`src/rtl/alarm_sequencer_if.sv`:
```
// alarm_sequencer_if: time/button inputs and alarm status outputs of the alarm sequencer
interface alarm_sequencer_if;
    logic       sec_tick;
    logic [3:0] hours;
    logic [5:0] minutes;
    logic [5:0] seconds;
    logic [3:0] al_hours;
    logic [5:0] al_minutes;
    logic       toggle_pulse;
    logic       snooze_pulse;
    logic       al_on;
    logic       ringing;
    logic       snoozing;
    logic       buzzer_out;
    modport master (
        output sec_tick, hours, minutes, seconds, al_hours, al_minutes, toggle_pulse, snooze_pulse,
        input  al_on, ringing, snoozing, buzzer_out
    );
    modport slave (
        input  sec_tick, hours, minutes, seconds, al_hours, al_minutes, toggle_pulse, snooze_pulse,
        output al_on, ringing, snoozing, buzzer_out
    );
endinterface

```
`src/rtl/alarm_sequencer.sv`:
```
// alarm_sequencer: alarm lifecycle (off/armed/ringing/snoozed) with beep-gated buzzer tone
module alarm_sequencer #(
    parameter int TONE_HALF      = 5000,
    parameter int SNOOZE_MIN     = 5,
    parameter int RING_TIMEOUT_S = 60
) (
    input  logic            clk,
    input  logic            reset,
    alarm_sequencer_if.slave bus
);
    typedef enum logic [1:0] {OFF = 2'd0, ARMED = 2'd1, RINGING = 2'd2, SNOOZE = 2'd3} state_t;
    state_t      state, state_n;
    logic        match, match_q, trigger;
    logic [6:0]  ring_cnt, ring_cnt_n;
    logic [9:0]  snz_cnt, snz_cnt_n;
    logic [15:0] tone_cnt, tone_cnt_n;
    logic        tone, tone_n, beep, beep_n, tone_wrap, stay_ring;

    assign match   = (bus.hours == bus.al_hours) && (bus.minutes == bus.al_minutes) && (bus.seconds == 6'd0);
    assign trigger = match && !match_q;

    always_comb begin
        state_n    = state;
        ring_cnt_n = ring_cnt;
        snz_cnt_n  = snz_cnt;
        beep_n     = beep;
        case (state)
            OFF:     if (bus.toggle_pulse) state_n = ARMED;
            ARMED: begin
                if (bus.toggle_pulse) state_n = OFF;
                else if (trigger) begin
                    state_n    = RINGING;
                    ring_cnt_n = 7'd0;
                    beep_n     = 1'b1;
                end
            end
            RINGING: begin
                if (bus.toggle_pulse) state_n = ARMED;
                else if (bus.snooze_pulse) begin
                    state_n   = SNOOZE;
                    snz_cnt_n = 10'(SNOOZE_MIN * 60);
                end else if (bus.sec_tick) begin
                    ring_cnt_n = ring_cnt + 7'd1;
                    beep_n     = ~beep;
                    if (ring_cnt + 7'd1 == 7'(RING_TIMEOUT_S)) state_n = ARMED;
                end
            end
            SNOOZE: begin
                if (bus.toggle_pulse) state_n = OFF;
                else if (bus.sec_tick) begin
                    snz_cnt_n = snz_cnt - 10'd1;
                    if (snz_cnt == 10'd1) begin
                        state_n    = RINGING;
                        ring_cnt_n = 7'd0;
                        beep_n     = 1'b1;
                    end
                end
            end
        endcase
    end

    // Tone restarts from a cleared counter on every entry into RINGING
    assign stay_ring  = (state == RINGING) && (state_n == RINGING);
    assign tone_wrap  = tone_cnt == 16'(TONE_HALF - 1);
    assign tone_cnt_n = !stay_ring ? 16'd0 : tone_wrap ? 16'd0 : tone_cnt + 16'd1;
    assign tone_n     = !stay_ring ? 1'b0 : tone_wrap ? ~tone : tone;

    always_ff @(posedge clk) begin
        if (reset) begin
            state          <= OFF;
            match_q        <= 1'b0;
            ring_cnt       <= 7'd0;
            snz_cnt        <= 10'd0;
            tone_cnt       <= 16'd0;
            tone           <= 1'b0;
            beep           <= 1'b0;
            bus.al_on      <= 1'b0;
            bus.ringing    <= 1'b0;
            bus.snoozing   <= 1'b0;
            bus.buzzer_out <= 1'b0;
        end else begin
            state          <= state_n;
            match_q        <= match;
            ring_cnt       <= ring_cnt_n;
            snz_cnt        <= snz_cnt_n;
            tone_cnt       <= tone_cnt_n;
            tone           <= tone_n;
            beep           <= beep_n;
            bus.al_on      <= state_n != OFF;
            bus.ringing    <= state_n == RINGING;
            bus.snoozing   <= state_n == SNOOZE;
            bus.buzzer_out <= (state_n == RINGING) && beep_n && tone_n;
        end
    end
endmodule
```
`src/flat_wrapper.sv`:
```
// flat-port wrapper written by rule: the top's interface ports become plain ports
module alarm_sequencer_flat 
#(
    parameter int TONE_HALF      = 5000,
    parameter int SNOOZE_MIN     = 5,
    parameter int RING_TIMEOUT_S = 60
)
  (clk, reset, bus_sec_tick, bus_hours, bus_minutes, bus_seconds, bus_al_hours, bus_al_minutes, bus_toggle_pulse, bus_snooze_pulse, bus_al_on, bus_ringing, bus_snoozing, bus_buzzer_out);
  alarm_sequencer_if bus_i ();
  input  logic clk;
  input  logic reset;
  input wire logic [$bits(bus_i.sec_tick)-1:0] bus_sec_tick;
  input wire logic [$bits(bus_i.hours)-1:0] bus_hours;
  input wire logic [$bits(bus_i.minutes)-1:0] bus_minutes;
  input wire logic [$bits(bus_i.seconds)-1:0] bus_seconds;
  input wire logic [$bits(bus_i.al_hours)-1:0] bus_al_hours;
  input wire logic [$bits(bus_i.al_minutes)-1:0] bus_al_minutes;
  input wire logic [$bits(bus_i.toggle_pulse)-1:0] bus_toggle_pulse;
  input wire logic [$bits(bus_i.snooze_pulse)-1:0] bus_snooze_pulse;
  output wire logic [$bits(bus_i.al_on)-1:0] bus_al_on;
  output wire logic [$bits(bus_i.ringing)-1:0] bus_ringing;
  output wire logic [$bits(bus_i.snoozing)-1:0] bus_snoozing;
  output wire logic [$bits(bus_i.buzzer_out)-1:0] bus_buzzer_out;
  assign bus_i.sec_tick = bus_sec_tick;
  assign bus_i.hours = bus_hours;
  assign bus_i.minutes = bus_minutes;
  assign bus_i.seconds = bus_seconds;
  assign bus_i.al_hours = bus_al_hours;
  assign bus_i.al_minutes = bus_al_minutes;
  assign bus_i.toggle_pulse = bus_toggle_pulse;
  assign bus_i.snooze_pulse = bus_snooze_pulse;
  assign bus_al_on = bus_i.al_on;
  assign bus_ringing = bus_i.ringing;
  assign bus_snoozing = bus_i.snoozing;
  assign bus_buzzer_out = bus_i.buzzer_out;
  alarm_sequencer #(.TONE_HALF(TONE_HALF), .SNOOZE_MIN(SNOOZE_MIN), .RING_TIMEOUT_S(RING_TIMEOUT_S)) u_core (.clk(clk), .reset(reset), .bus(bus_i));
endmodule
```
`config.mk`:
```
export PLATFORM = sky130hd
export DESIGN_NAME = alarm_sequencer_flat
export DESIGN_NICKNAME = d
export VERILOG_FILES = /design/src/rtl/alarm_sequencer_if.sv /design/src/rtl/alarm_sequencer.sv /design/src/flat_wrapper.sv
export SDC_FILE = /design/constraint.sdc
export NUM_CORES = 1
export LEC_CHECK = 0
export CAP_MARGIN = 5
export CORE_AREA = 2 2 66 68
export DETAILED_ROUTE_END_ITERATION = 6
export DIE_AREA = 0 0 68 70
export PLACE_DENSITY_LB_ADDON = 0.25
export SETUP_SLACK_MARGIN = 0.4
export SYNTH_ARGS = -nofsm -noshare
export SYNTH_HDL_FRONTEND = slang
export SYNTH_SLANG_ARGS = --single-unit
```
`constraint.sdc`:
```
create_clock -name clk -period 5.6 [get_ports clk]
set_input_delay 1.12 -clock clk [delete_from_list [all_inputs] [get_ports clk]]
set_output_delay 1.12 -clock clk [all_outputs]
set_load 0.02 [all_outputs]
```
== Word-level counts from Yosys, hierarchy flattened ==
Cells that the tools add are included.

* Logic and storage cells: 87
* Register bits: 42
* Output and inout port bits: 4

* Muxes and demuxes: 36
* Add/subtract/negate cells: 3
* Bitwise operators: 3
* Equality and inequality tests: 19
* Reduce and logical (&&, ||, !) cells: 15

{| class="wikitable"
|+ Operators by type and width
! kind !! number
|-
| $mux W7 || 8
|-
| $mux W10 || 4
|-
| $pmux W7 S3 || 1
|-
| $mux W2 || 10
|-
| $pmux W10 S2 || 1
|-
| $add A16 B1 Y16 const B || 1
|-
| $eq A16 B13 Y1 const B || 1
|-
| $ne A2 B2 Y1 const B || 7
|-
| $eq A10 B1 Y1 const B || 1
|-
| $mux W1 || 10
|-
| $sub A10 B1 Y10 const B || 1
|-
| $reduce_and A9 Y1 || 1
|-
| $eq A2 B2 Y1 const B || 4
|-
| $pmux W2 S4 || 1
|-
| $add A7 B1 Y7 const B || 1
|-
| $eq A7 B6 Y1 const B || 1
|-
| $eq A6 B6 Y1 || 1
|-
| $logic_and A1 B1 Y1 || 6
|-
| $logic_not A6 Y1 || 1
|-
| $reduce_and A5 Y1 || 1
|-
| $eq A4 B4 Y1 || 1
|-
| $ne A2 B1 Y1 const B || 2
|-
| $reduce_bool A2 Y1 || 2
|-
| $not A1 Y1 || 3
|-
| 6 further kinds || 6
|}

== Depth between registers and ports, before layout ==
Gate-level depths: netlist of the first run.

* Word-level depth: 11
* Mapped depth: 8
* Depth with buffers taken out: 7

== Least setup slack after synthesis of the first run ==
OpenSTA, ideal clock, no wires.

* Path type: input -> register
* Start: input bus_seconds[3]
* End: register u_core.tone_cnt[14]
* Data arrival time: 2728 ps
* Stages on the path: 7
* Data required time: 5507 ps
* Setup slack: 2779 ps
* Setup time: 93 ps
* Cell sequence: or4_1 > nor3_1 > and4_1 > buf_2 > a31oi_1 > clkbuf_1 > nor4_1

* Longest elaborated chain between the ends: 10

{| class="wikitable"
|+ Ends and longest elaborated chain
! item !! RTL line !! source
|-
| start, declared || flat_wrapper.sv:15 || <nowiki>input wire logic [$bits(bus_i.seconds)-1:0] bus_seconds;</nowiki>
|-
| $logic_not A6 Y1 || alarm_sequencer.sv:19 || <nowiki>assign match = (bus.hours == bus.al_hours) && (bus.minutes == bus.al_minutes) && (bus.seconds == 6'd0);</nowiki>
|-
| $logic_and A1 B1 Y1 || alarm_sequencer.sv:19 ||
|-
| $logic_and A1 B1 Y1 || alarm_sequencer.sv:20 || <nowiki>assign trigger = match && !match_q;</nowiki>
|-
| $mux W2 || alarm_sequencer.sv:31 || <nowiki>else if (trigger) begin</nowiki>
|-
| $mux W2 || alarm_sequencer.sv:30 || <nowiki>if (bus.toggle_pulse) state_n = OFF;</nowiki>
|-
| $pmux W2 S4 || alarm_sequencer.sv:27 || <nowiki>case (state)</nowiki>
|-
| $eq A2 B2 Y1 || alarm_sequencer.sv:63 || <nowiki>assign stay_ring = (state == RINGING) && (state_n == RINGING);</nowiki>
|-
| $logic_and A1 B1 Y1 || alarm_sequencer.sv:63 ||
|-
| $not A1 Y1 (no line) || - ||
|-
| $reduce_or A3 Y1 (no line) || - ||
|-
| end signal, assigned || alarm_sequencer.sv:86 || <nowiki>tone_cnt <= tone_cnt_n;</nowiki>
|-
| end, declared || alarm_sequencer.sv:16 || <nowiki>logic [15:0] tone_cnt, tone_cnt_n;</nowiki>
|}

No other way between the ends.
A chain may end at the register's enable or synchronous reset.

== Worst setup path in the final report of the first run ==
* Start: input bus_seconds[3]
* End: register u_core.tone_cnt[15]

The elaborated chain is that of the path after synthesis.

==> results.rst, run 1 <==
.. list-table::
   :header-rows: 1

   * - Metric
     - Value
   * - Stage delay of the slowest cell on the critical path
     - 0.52 ns
   * - Result of the run
     - complete, no violations
   * - CTS Buffer Depth
     - 2
   * - Clock sink count
     - 42
   * - Worst-skew pair later-pin latency
     - 0.30 ns
   * - Critical Path, Cell by Cell
     - clkdlybuf4s50_1, or4_1, nor3_1, and4_1, a31oi_2, buf_4, nor4_2
   * - Transition time of the tightest slew-check pin
     - 0.759 ns
   * - CTS tree
     - done
   * - Worst-path cell with the longest stage delay
     - sky130_fd_sc_hd__or4_1
   * - Worst setup path class
     - input pin to register
   * - Detailed Place HPWL
     - 3540 um
   * - Clock-pin slew reported for the worst setup and hold paths after clock tree synthesis
     - 0.09 ns
   * - Gate family responsible for the most delay along the worst path
     - simple AND/OR/NAND/NOR gates
   * - Power, Total
     - 0.000603 W
   * - Full die area
     - 0.00476 sq mm
   * - Area growth, synth to finish
     - 20.5%
   * - Layout cell share with drive strength beyond 1
     - 10.8%
   * - Fraction of registers with async set or reset after synthesis
     - 0%
   * - Largest cells by area after synthesis
     - sky130_fd_sc_hd__dfxtp_1 37%, sky130_fd_sc_hd__nor4_2 7.6%, sky130_fd_sc_hd__xor2_1 6.9%
   * - Max-cap check violation count
     - 0
   * - Setup repair after global routing missed its margin
     - no
   * - Number of standard cells after synthesis
     - 254
   * - Leak Pwr
     - 0.865 nW
   * - Quantity of I/O buffers inserted on ports
     - 34
   * - Initial standard-cell utilization of the core
     - 55.4%
   * - Worst Path Buf+Inv
     - 2
   * - Met3 wire length
     - 162 um
   * - Worst Hold Endpoint
     - u_core.ring_cnt[1]
   * - Clock skew
     - 0.0132 ns
   * - Initial drt markers
     - 99
   * - Total setup violations reported at the end of the flow
     - 0
   * - CTS Hold Buffers Added
     - 0
   * - Placeable Area
     - 0.00414 sq mm
   * - Number of buffers inserted by post-CTS setup repair
     - 0
   * - Netlist Area Pre-Place
     - 0.00230 sq mm
   * - Hold Violations, Final
     - 0
   * - Height of the chip
     - 70 um
   * - Hold path startpoint
     - u_core.ring_cnt[1]
   * - Setup slack after layout
     - 2.54 ns
   * - Overflow after GRT
     - 0
   * - TritonRoute pass-1 iters
     - 5
   * - Number of H-tree branching levels
     - 2
   * - Routed wirelength normalized by instance count
     - 14.6 um
   * - R2r worst-path depth
     - 6
   * - Mean post-synth cell area
     - 9.04 sq um
   * - Routability-driven placement congestion ratio
     - 0.787
   * - Relative slew slack
     - 49.2%
   * - Synthesis warning total
     - 0
   * - Worst setup slack for register-to-register paths
     - 3.18 ns
   * - Number of nets in the final layout
     - 320
   * - Critical Path AT
     - 3.27 ns
   * - Origin of the critical flop-to-flop path
     - u_core.snz_cnt[0]
   * - Most common flop cell mapped by yosys
     - sky130_fd_sc_hd__dfxtp_1
   * - Via count of the routed design
     - 1980
   * - Ant diodes
     - 0
   * - Peak fanout along the critical path
     - 21
   * - Cell count after placement
     - 330
   * - Maximum number of pins on one net before global-route repair
     - 23
   * - Crit path launch type
     - input pin
   * - Count of non-filler cells in the finished layout
     - 338
   * - Number of nets with antenna violations after routing
     - 0
   * - Top sig layer
     - met4
   * - Number of enable-type register cells in the synthesized netlist
     - 0
   * - Top cell type by total area after synthesis
     - sky130_fd_sc_hd__dfxtp_1
   * - Routed metal-1 wire length
     - 2210 um
   * - Remaining routing DRC violations
     - 0
   * - Cell Rows
     - 24
   * - Inserted Clock Buffers
     - 5
   * - Number of instances resized during post-cts repair
     - 0
   * - Most frequent cells in the layout
     - 42 x sky130_fd_sc_hd__dfxtp_1, 34 x sky130_fd_sc_hd__clkdlybuf4s50_1, 20 x sky130_fd_sc_hd__nor3_1, 20 x sky130_fd_sc_hd__nor2_1, 18 x sky130_fd_sc_hd__xor2_1
   * - Final WL
     - 4940 um
   * - Path type of the worst min-delay path
     - register to register
   * - Placement-stage worst setup slack
     - 2.25 ns
   * - Endpoint class of the critical path
     - register
   * - Leading cell type in the layout, fill and taps excluded
     - sky130_fd_sc_hd__dfxtp_1
   * - Number of slew-limit violations in the final report
     - 0
   * - Die X-Extent
     - 68 um
   * - Root buf cell
     - sky130_fd_sc_hd__clkbuf_8
   * - Total nets after synthesis
     - 289
   * - Number of antenna violations at the first check in global routing
     - 0
   * - Total met2 wirelength after detailed routing
     - 2550 um
   * - Final critical-path required period
     - 3.06 ns
   * - Power density relative to cell area
     - 218 mW/mm^2
   * - Vias per std cell
     - 5.86
   * - Number of global-route vias before repair
     - 1853
   * - Top-level I/O count
     - 35
   * - FMAX
     - 327 MHz
   * - Portion of synthesized cell area occupied by the leading cell type
     - 36.6%
   * - Sum of negative setup slack
     - 0 ns
   * - Proportion of synthesized chip area in sequential cells
     - 36.6%
   * - Required time at the endpoint of the critical path
     - 5.81 ns
   * - Reg-to-Reg End
     - u_core.tone_cnt[15]
   * - Number of cells on the worst hold path
     - 2
   * - Flip-flop and latch count after synthesis
     - 42
   * - Global Route Usage Sum
     - 22.6%
   * - Number of distinct library cells after synthesis
     - 46
   * - Worst VDD drop
     - 135 uV
   * - Final Cycle Share
     - 54.6%
   * - First-pass GRT wire length
     - 8440 um
[per-layer routing]
metal | GRT usage, % | vias up
met4 | 4.44 | 0
met2 | 38.2 | 40
li1 | - | 999
met5 | 0 | -
met3 | 5.64 | 2
met1 | 28.7 | 939
[how the worst max path moves through the flow]
| stage | slack (ns) | cells after the start | start | end |
|---|---|---|---|---|
| after detailed placement | 2.25 | 6 | bus_seconds[3] | u_core.bus.buzzer_out |
| after global placement | 2.31 | 6 | bus_seconds[3] | u_core.bus.buzzer_out |
| after floorplan | 2.78 | 7 | bus_seconds[3] | u_core.tone_cnt[14] |
| final | 2.54 | 7 | bus_seconds[3] | u_core.tone_cnt[15] |
| after global routing | 2.47 | 6 | bus_seconds[3] | u_core.tone_cnt[9] |
| after CTS | 2.56 | 6 | bus_seconds[3] | u_core.tone_cnt[15] |
[through the flow]
step	util [%]	hold slack, ns	cell area, sq um
6_report	66.8	0.476	2770
5_1_grt	66.8	0.517	2770
4_1_cts	66.8	0.483	2770
3_5_place_dp	64.2	0.473	2660
3_3_place_gp	64.2	0.458	2660
2_1_floorplan	-	0.447	2300
[area by class of cell]
type	instances	area (sq um)
Fill cell	350	1380
Multi-Input combinational cell	191	1370
Sequential cell	42	841
Timing Repair Buffer	35	348
Clock buffer	6	72.6
Tap cell	52	65.1
Clock inverter	2	37.5
Inverter	10	37.5
[power by group]
group,switching (W),total [W],internal [W]
clock,0.000112,0.000245,0.000133
sequential,0.00000170,0.000302,0.000300
combinational,0.0000262,0.0000562,0.0000300
total,0.000140,0.000603,0.000463
[state kept, by name, summed over array words and instances (netlist names)]
| name | flops |
|---|---|
| u_core.bus.buzzer_out | 1 |
| u_core.tone_cnt | 16 |
| u_core.tone | 1 |
| u_core.bus.ringing | 1 |
| u_core.state | 2 |
| u_core.match_q | 1 |
| u_core.bus.snoozing | 1 |
| u_core.snz_cnt | 10 |
| u_core.bus.al_on | 1 |
| u_core.beep | 1 |
| u_core.ring_cnt | 7 |
[logic make-up after synthesis]
logic type	after synthesis	share of synthesized area [%]
fa+ha+maj	4	2.18
mux	2	0.926
compound gates	32	11.1
xor+xnor	32	12.2
simple gates	121	32.8
flops	42	36.6
buf+inv	21	4.14
[cell usage after synthesis, types with 4 or more instances]
| library cell | number |
|---|---|
| sky130_fd_sc_hd__nor4_2 | 14 |
| sky130_fd_sc_hd__xor2_1 | 18 |
| sky130_fd_sc_hd__clkbuf_1 | 8 |
| sky130_fd_sc_hd__a211oi_1 | 4 |
| sky130_fd_sc_hd__xnor2_1 | 14 |
| sky130_fd_sc_hd__a21oi_1 | 10 |
| sky130_fd_sc_hd__nor2_1 | 20 |
| sky130_fd_sc_hd__nand2b_1 | 4 |
| sky130_fd_sc_hd__and3_1 | 4 |
| sky130_fd_sc_hd__nor3_1 | 20 |
| sky130_fd_sc_hd__ha_1 | 4 |
| sky130_fd_sc_hd__nor4_1 | 9 |
| sky130_fd_sc_hd__nand4_1 | 8 |
| sky130_fd_sc_hd__dfxtp_1 | 42 |
| sky130_fd_sc_hd__nand2_1 | 11 |
| sky130_fd_sc_hd__inv_1 | 7 |
| sky130_fd_sc_hd__nand3_1 | 13 |
[worst register-to-register path, delay by kind of cell (launching register included)]
kind	cells	cell delay, ns
flip-flops	1	0.42
adder cells (fa/ha/maj)	1	0.17
AND/OR/NAND/NOR	3	1.30
AO/OA/AOI/OAI	2	0.45
No activity file was read; power rests on OpenSTA's default activity.
==> inputs of run 2 (changes only) <==
CORE_AREA = 2 2 73 75   (was 2 2 66 68)
DIE_AREA = 0 0 75 77   (was 0 0 68 70)
clock period = 2.7 ns   (was 5.6 ns; I/O delays follow)
==> run 2 against run 1 <==
Register-to-register slack worse by 2.7 ns. Final cell count increased by 8.9%. Die area up 21%. Non-clock buffer count rose by 13. Critical path type is now register to register. Largest power group unchanged.
==> results.rst, run 2 (synthesis results as in run 1) <==
.. list-table::
   :header-rows: 1

   * - Metric
     - Value
   * - Number of H-tree branching levels
     - 2
   * - Total met2 wirelength after detailed routing
     - 2330 um
   * - Final Cycle Share
     - 83.4%
   * - Root buf cell
     - sky130_fd_sc_hd__clkbuf_8
   * - Peak fanout along the critical path
     - 4
   * - Cell count after placement
     - 355
   * - Area growth, synth to finish
     - 34.8%
   * - Required time at the endpoint of the critical path
     - 2.91 ns
   * - Number of flip-flops in the largest register
     - 16
   * - Top sig layer
     - met4
   * - Worst-skew pair later-pin latency
     - 0.29 ns
   * - Placeable Area
     - 0.00498 sq mm
   * - Worst setup path class
     - register to register
   * - Path type of the worst min-delay path
     - register to register
   * - Worst VDD drop
     - 214 uV
   * - Instance area at placement
     - 0.00276 sq mm
   * - Maximum number of pins on one net before global-route repair
     - 19
   * - Power density relative to cell area
     - 412 mW/mm^2
   * - Inserted Clock Buffers
     - 5
   * - Routability-driven placement congestion ratio
     - 0.787
   * - Quantity of I/O buffers inserted on ports
     - 34
   * - Layout cell share with drive strength beyond 1
     - 19.5%
   * - Initial drt markers
     - 192
   * - Die X-Extent
     - 75 um
   * - Worst-path cell with the longest stage delay
     - sky130_fd_sc_hd__or4b_4
   * - Number of nets with antenna violations after routing
     - 0
   * - Register bank with the most flops
     - u_core.tone_cnt
   * - Total setup violations reported at the end of the flow
     - 0
   * - Via count of the routed design
     - 2036
   * - Final critical-path required period
     - 2.25 ns
   * - Stage delay of the slowest cell on the critical path
     - 0.46 ns
   * - Hold Violations, Final
     - 0
   * - Setup repair after global routing missed its margin
     - yes
   * - CTS Buffer Depth
     - 2
   * - Met3 wire length
     - 253 um
   * - Number of global-route vias before repair
     - 1874
   * - Leading cell type in the layout, fill and taps excluded
     - sky130_fd_sc_hd__dfxtp_1
   * - Routed wirelength normalized by instance count
     - 13.8 um
   * - Transition time of the tightest slew-check pin
     - 0.641 ns
   * - Clock-pin slew reported for the worst setup and hold paths after clock tree synthesis
     - 0.08 ns
   * - Number of slew-limit violations in the final report
     - 0
   * - Global Route Usage Sum
     - 18.5%
   * - Placement-stage worst setup slack
     - -0.0401 ns
   * - First-pass GRT wire length
     - 8400 um
   * - Final WL
     - 5090 um
   * - Fill cell instance count of the final layout
     - 428
   * - Clock sink count
     - 42
   * - Combinational Power Share
     - 11.5%
   * - Vias per std cell
     - 5.53
   * - Crit path launch type
     - register
   * - NetSw
     - 0.000277 W
   * - Top-level I/O count
     - 35
   * - Full die area
     - 0.00578 sq mm
   * - CTS tree
     - done
   * - FMAX
     - 444 MHz
   * - Cell Rows
     - 26
   * - P_int
     - 0.000997 W
   * - Design Area, Final
     - 0.00310 sq mm
   * - Power, Total
     - 0.00127 W
   * - Remaining routing DRC violations
     - 0
   * - Clock network fraction of total power
     - 39.5%
   * - Critical Path, Cell by Cell
     - inv_4, ha_4, or4b_4, or4_4, a22oi_4, o211ai_4, buf_4, nor4_4
   * - Leak Pwr
     - 1.05 nW
   * - Critical Path AT
     - 2.46 ns
   * - Height of the chip
     - 77 um
   * - Sum of negative setup slack
     - 0 ns
   * - Fraction of power spent switching nets
     - 21.8%
   * - Setup slack after layout
     - 0.449 ns
   * - Registers with the most flip-flops
     - u_core.tone_cnt x16, u_core.snz_cnt x10, u_core.ring_cnt x7
   * - Ant diodes
     - 0
   * - Proportion of power drawn by flip-flops and latches
     - 49.0%
   * - Number of antenna violations at the first check in global routing
     - 0
   * - Detailed Place HPWL
     - 3580 um
   * - Result of the run
     - complete, no violations
   * - TritonRoute pass-1 iters
     - 4
   * - Count of non-filler cells in the finished layout
     - 368
   * - CTS Hold Buffers Added
     - 0
   * - Relative slew slack
     - 56.9%
   * - Overflow after GRT
     - 0
   * - Initial standard-cell utilization of the core
     - 46.2%
   * - Max-cap check violation count
     - 0
   * - Routed metal-1 wire length
     - 2440 um
   * - Endpoint class of the critical path
     - register
   * - Most frequent cells in the layout
     - 38 x sky130_fd_sc_hd__dfxtp_1, 31 x sky130_fd_sc_hd__clkdlybuf4s50_1, 20 x sky130_fd_sc_hd__nor2_1
   * - Clock skew
     - 0.00911 ns
   * - Number of nets in the final layout
     - 333
==> run 2: power groups by stage <==
| stage | sequential (W) | clock, W | combinational [W] |
|---|---|---|---|
| finish | 0.000624 | 0.000504 | 0.000147 |
| global placement | 0.000641 | 0 | 0.000126 |
| global route | 0.000625 | 0.000543 | 0.000157 |
| floorplan | 0.000641 | 0 | 0.0000585 |
| CTS | 0.000626 | 0.000514 | 0.000129 |
| detailed placement | 0.000640 | 0 | 0.000127 |
==> run 2: area by class of cell <==
cell class / instances / area, sq um / share of cell area [%]
multi-input cells: 191 / 1490 / 48.1
clock buffers: 6 / 82.6 / 2.67
clock inverters: 1 / 30.0 / 0.970
inverters: 10 / 40.0 / 1.29
flip-flops and latches: 42 / 851 / 27.5
repair buffers: 48 / 517 / 16.7
well taps: 70 / 87.6 / 2.83
==> run 2: final timing paths <==
kind	startpoint	end	slack, ns	depth (start not counted)
max	u_core.snz_cnt[1]	u_core.bus.buzzer_out	0.45	8
min	u_core.ring_cnt[1]	u_core.ring_cnt[1]	0.49	2
max reg2reg	u_core.snz_cnt[1]	u_core.bus.buzzer_out	0.45	8
min reg2reg	u_core.ring_cnt[1]	u_core.ring_cnt[1]	0.49	2
==> run 2: worst max-delay path: cells and delay by family, from the launching register on <==
| family | cells | cell delay [ns] |
|---|---|---|
| buf+inv | 2 | 0.24 |
| simple gates | 3 | 1.15 |
| flops | 1 | 0.36 |
| fa+ha+maj | 1 | 0.10 |
| compound gates | 2 | 0.33 |
==> run 2: metrics by stage <==
stage | utilization, % | hold slack [ns]
after floorplan | - | 0.447
after global placement | 55.4 | 0.462
after detailed placement | 55.4 | 0.481
after CTS | 58.0 | 0.492
after global routing | 62.2 | 0.514
final | 62.2 | 0.492
==> run 2: repair_timing <==
action,4_1_cts,5_1_grt
endpoints found under the hold margin,0,0
endpoints found under the setup margin,24,22
gates resized for setup,5,26
pin swaps,1,3
cloned,0,2
setup buffers,0,4
==> run 2: per-layer routing <==
layer / up-vias / GRT usage (%)
met5: - / 0
met4: 0 / 6.96
met3: 4 / 4.73
met2: 57 / 26.7
met1: 952 / 26.3
li1: 1023 / -
